`config.mk`:
```
export PLATFORM = sky130hd
export DESIGN_NAME = coin_change_dispenser
export DESIGN_NICKNAME = d
export VERILOG_FILES = /design/src/rtl/coin_change_dispenser.sv
export SDC_FILE = /design/constraint.sdc
export NUM_CORES = 1
export LEC_CHECK = 0
export ABC_CLOCK_PERIOD_IN_PS = 2550
export CAP_MARGIN = 20
export CORE_MARGIN = 8
export CORE_UTILIZATION = 35
export DETAILED_ROUTE_END_ITERATION = 10
export GPL_ROUTABILITY_DRIVEN = 0
export HOLD_SLACK_MARGIN = 0.03
export MAX_ROUTING_LAYER = met4
export PLACE_DENSITY = 0.59
export SLEW_MARGIN = 20
export SYNTH_ARGS = -nofsm -noshare
export SYNTH_HDL_FRONTEND = slang
export SYNTH_SLANG_ARGS = --single-unit
```
`constraint.sdc`:
```
create_clock -name clk -period 2.55 [get_ports clk]
set_clock_uncertainty 0.05 [all_clocks]
set_input_delay 0.255 -clock clk [delete_from_list [all_inputs] [get_ports clk]]
set_output_delay 0.255 -clock clk [all_outputs]
set_load 0.01 [all_outputs]
```
`src/rtl/coin_change_dispenser.sv`:
```
// Change-return controller: pays out an amount as dime/nickel pulses, one coin per hopper ack.
// Dimes go first and nickels are the fallback; ends in a done pulse, or an err pulse with the remainder in owed.
module coin_change_dispenser #(
    parameter int AMT_W   = 8,
    parameter int TIMEOUT = 16
) (
    input  logic             clk,
    input  logic             rst,
    input  logic             start,
    input  logic [AMT_W-1:0] amount,
    input  logic             dime_empty,
    input  logic             nick_empty,
    input  logic             coin_ack,
    output logic             dime_out,
    output logic             nick_out,
    output logic             busy,
    output logic             done,
    output logic             err,
    output logic [AMT_W-1:0] owed
);
    localparam int TMR_W = $clog2(TIMEOUT + 1);

    typedef enum logic [2:0] {
        IDLE,
        ISSUE,
        WAIT_ACK,
        DONE,
        ERR
    } state_t;

    typedef struct packed {
        logic ok;
        logic dime;
    } pick_t;

    state_t           state;
    logic             coin_sel;
    logic [TMR_W-1:0] timer;
    logic [AMT_W-1:0] owed_dec;
    logic             amount_bad;
    pick_t            pick_start;
    pick_t            pick_next;

    // Dime only if at least 10 is owed, nickel only if at least 5, so owed can never underflow.
    function automatic pick_t select_coin(input logic [AMT_W-1:0] v,
                                          input logic no_dime,
                                          input logic no_nick);
        pick_t p;
        p = '{ok: 1'b1, dime: 1'b0};
        if (v >= AMT_W'(10) && !no_dime)
            p.dime = 1'b1;
        else if (!(v >= AMT_W'(5) && !no_nick))
            p.ok = 1'b0;
        return p;
    endfunction

    assign amount_bad = (amount % AMT_W'(5)) != '0;
    assign owed_dec   = owed - (coin_sel ? AMT_W'(10) : AMT_W'(5));
    assign pick_start = select_coin(amount, dime_empty, nick_empty);
    assign pick_next  = select_coin(owed_dec, dime_empty, nick_empty);

    // NOTE: state registers use non-blocking assignments so every branch sees the pre-edge values.
    always_ff @(posedge clk) begin
        if (rst) begin
            state    <= IDLE;
            owed     <= '0;
            coin_sel <= 1'b0;
            timer    <= '0;
        end else begin
            unique case (state)
                IDLE: begin
                    if (start) begin
                        if (amount_bad) begin
                            owed  <= amount;
                            state <= ERR;
                        end else if (amount == '0) begin
                            state <= DONE;
                        end else begin
                            owed     <= amount;
                            coin_sel <= pick_start.dime;
                            state    <= pick_start.ok ? ISSUE : ERR;
                        end
                    end
                end
                ISSUE: begin
                    timer <= TMR_W'(TIMEOUT);
                    state <= WAIT_ACK;
                end
                WAIT_ACK: begin
                    // An ack on the final timer cycle still counts; it is tested before expiry.
                    if (coin_ack) begin
                        owed <= owed_dec;
                        if (owed_dec == '0) begin
                            state <= DONE;
                        end else begin
                            coin_sel <= pick_next.dime;
                            state    <= pick_next.ok ? ISSUE : ERR;
                        end
                    end else if (timer == TMR_W'(1)) begin
                        state <= ERR;
                    end else begin
                        timer <= timer - TMR_W'(1);
                    end
                end
                DONE, ERR: state <= IDLE;
                default:   state <= IDLE;
            endcase
        end
    end

    // Moore outputs: decoded from registered state, no input reaches them combinationally.
    assign dime_out = (state == ISSUE) && coin_sel;
    assign nick_out = (state == ISSUE) && !coin_sel;
    assign busy     = (state != IDLE);
    assign done     = (state == DONE);
    assign err      = (state == ERR);

endmodule

```
==> results.tsv <==
stage	metric	value	unit
status	status	finished with violations	
status	failing checks	setup timing	
clock_network	Reg clk slew, reported paths	0.07	ns
worst_setup_path	WP data arrival	2.66	ns
synth	Synth cell types	60	
grt	initial antenna violation count	0	
power_and_ir_drop	combinational cell fraction of total power	0.521	
power_and_ir_drop	Flop pwr share	0.291	
sta	Max Slew Vio Count	0	
synth	Async SR Flop Fraction	0	
synth	Mapped Nets	268	
sta	RSZ-0062 raised after global routing	true	
route	Final ANT Viol Nets	0	
sta	period utilization	1.01	
cells_and_area	area growth from synthesis to layout	41.9	%
route	Routed WL	5030	um
worst_setup_path	Top Family by Delay on Critical Path	simple AND/OR/NAND/NOR gates	
grt	vias in the first global route	1918	
power_and_ir_drop	Cell Pwr Density	432	mW/mm2
worst_setup_path	critical path class	input port to flip-flop	
clock_network	CTS tree	built	
synth	Mapped Area	0.00178	mm2
sta	Max Clk Rate	390	MHz
worst_setup_path	Setup crit start kind	input port	
die	DIE WIDTH	87.3	um
synth	Synth Warn #	0	
power_and_ir_drop	LEAKAGE	1.07	nW
grt	global-route wire length before repair	8630	um
synth	post-synthesis sequential area ratio	0.191	
die	placeable core area	0.00501	mm2
route	via count	1977	
cells_and_area	nets	333	
power_and_ir_drop	clock group share of total power	0.188	
cells_and_area	leading cell type in the layout, fill and taps excluded	buf_4	
sta	Hold Vio Cnt, Final	0	
cells_and_area	layout cell share with drive strength beyond 1	0.269	
die	Initial Util	0.355	
power_and_ir_drop	Peak VDD IR	0.165	mV
power_and_ir_drop	Pint	0.688	mW
grt	gr usage total	0.141	
clock_network	TritonCTS Sinks	17	
worst_setup_path	worst path bufs/invs	3	
cells_and_area	Util after Layout	0.504	
sta	Slew headroom	0.665	
die	num rows	26	
worst_hold_path	worst min path class	flip-flop to flip-flop	
power_and_ir_drop	switching share of power	0.368	
sta	Setup-failing EPs final	2	
worst_setup_path	Slowest-stage cell, CP	dlygate4sd2_1	
placed_design	input/output buffers	26	
cells_and_area	final instance area	0.00252	mm2
power_and_ir_drop	Design Power	1.09	mW
clock_network	Root Driver	clkbuf_8	
route	DR vias/cell	5.22	
synth	Post-synth EDFFs	0	
power_and_ir_drop	Switch Pwr	0.402	mW
cells_and_area	most frequent cells in the layout	buf_4 (47), nor2_1 (29), clkdlybuf4s50_1 (21)	
sta	Slew @ Worst Pin	0.503	ns
flow_run	max_cap viols	0	
synth	cells after synthesis	245	
grt	total congestion overflow	0	
worst_setup_path	CP Max Fanout	4	
route	wire per inst	13.3	um
placed_design	DP Area	0.00239	mm2
synth	Synth Flop Type	dfxtp_1	
clock_network	clock buffer depth	2	
worst_setup_path	Crit. End Element	flip-flop	
clock_network	Clk Latency, worst-skew pair	0.25	ns
die	die height	87.3	um
die	Ports	27	
placed_design	hpwl dp	3920	um
synth	#FFs+latches synth	17	
sta	post-route minimum period	2.57	ns
clock_network	CTS buffer count	3	
clock_network	CTS H-tree depth	1	
route	DRC Markers	0	
die	die area	0.00762	mm2
route	DR iter-0 viols	216	
worst_setup_path	Req. time, crit path	2.64	ns
cells_and_area	n_diodes	0	
sta	post-route worst setup slack	-0.0155	ns
synth	Avg Inst Size Synth	7.26	um2
worst_setup_path	crit-path max cell delay	0.26	ns
worst_setup_path	crit path cell chain	dlygate4sd2_1, and2b_2, buf_4, and3_1, nor3_2, nor2_2, ha_2, nor3_2, o21ai_2, o22a_1, mux2i_2, buf_4, o22a_1, nor2_1	
route	DRT Pass-1 Iters	4	
grt	largest net degree at the start of global routing	17	
[final timing paths]
check | from | to | slack, ns | depth (start not counted)
setup / recovery | amount[5] | state[0] | -0.02 | 14
hold / removal | timer[1] | timer[1] | 0.45 | 2
setup reg to reg | coin_sel | coin_sel | 0 | 11
hold reg to reg | timer[1] | timer[1] | 0.45 | 2
[worst register-to-register path: cells and delay by family (launching register included)]
kind,cells,cell delay (ns)
simple gates,2,0.28
fa+ha+maj,1,0.33
compound gates,5,0.99
flops,1,0.33
buf+inv,3,0.47
[per-stage QoR]
step | setup TNS (ns) | hold slack (ns) | cells | setup slack (ns)
3_3_place_gp | -1.38 | 0.413 | 372 | -0.504
2_1_floorplan | 0 | 0.277 | 245 | 0.0278
4_1_cts | 0 | 0.453 | 378 | 0.00340
5_1_grt | -0.438 | 0.477 | 379 | -0.162
3_5_place_dp | -1.74 | 0.445 | 372 | -0.601
6_report | -0.0189 | 0.447 | 379 | -0.0155
[sequential cells by signal, indices dropped and copies added (netlist names)]
name      flops
state         3
owed          8
timer         5
coin_sel      1
[cell usage after synthesis (all sizes together), types with 5 or more instances]
cell,count,area [um2]
dfxtp,17,340
mux2i,5,53.8
nor3,12,65.1
nand2b,9,56.3
nand2,19,71.3
o21ai,17,85.1
buf,6,45.0
a21oi,15,75.1
clkbuf,8,30.0
ha,8,100
nor2b,5,31.3
inv,14,52.6
xnor2,7,61.3
nor2,30,113
[routing by layer]
metal,vias to the layer above,share of wire,global-route usage
met5,-,0,-
met4,0,0.0099,0.0422
met3,4,0.040,0.0113
met2,43,0.50,0.245
met1,906,0.45,0.167
li1,1024,-,-
[power groups by stage]
stage | clock, mW | sequential (mW) | combinational [mW]
after floorplan | 0 | 0.322 | 0.311
after global placement | 0 | 0.321 | 0.516
after detailed placement | 0 | 0.321 | 0.523
after CTS | 0.211 | 0.315 | 0.535
after global routing | 0.224 | 0.321 | 0.629
final | 0.205 | 0.317 | 0.568
[layout make-up]
type / count / area (um2)
Fill cell: 518 / 2480
Tap cell: 70 / 87.6
Clock buffer: 3 / 41.3
Multi-Input combinational cell: 200 / 1390
Sequential cell: 17 / 343
Inverter: 14 / 55.1
Timing Repair Buffer: 74 / 607
Clock inverter: 1 / 5.00
[cells by family (layout without fill, tap and decap cells)]
| group | count (synthesis) | in the layout | synth area share |
|---|---|---|---|
| adder cells (fa/ha/maj) | 9 | 9 | 0.0675 |
| AND/OR/NAND/NOR | 105 | 105 | 0.311 |
| multiplexers | 5 | 5 | 0.0302 |
| XOR/XNOR | 9 | 9 | 0.0443 |
| buffers and inverters | 28 | 92 | 0.0717 |
| AO/OA/AOI/OAI | 72 | 72 | 0.284 |
| flip-flops | 17 | 17 | 0.191 |
[timing repair]
action                                  4_1_cts  5_1_grt
hold buffers                                  0        0
resized for setup                            14       23
setup buffers                                 2        1
endpoints found under the setup margin        3        5
pin swaps                                     7       12
Note: power is estimated with default switching activity, not from simulation.
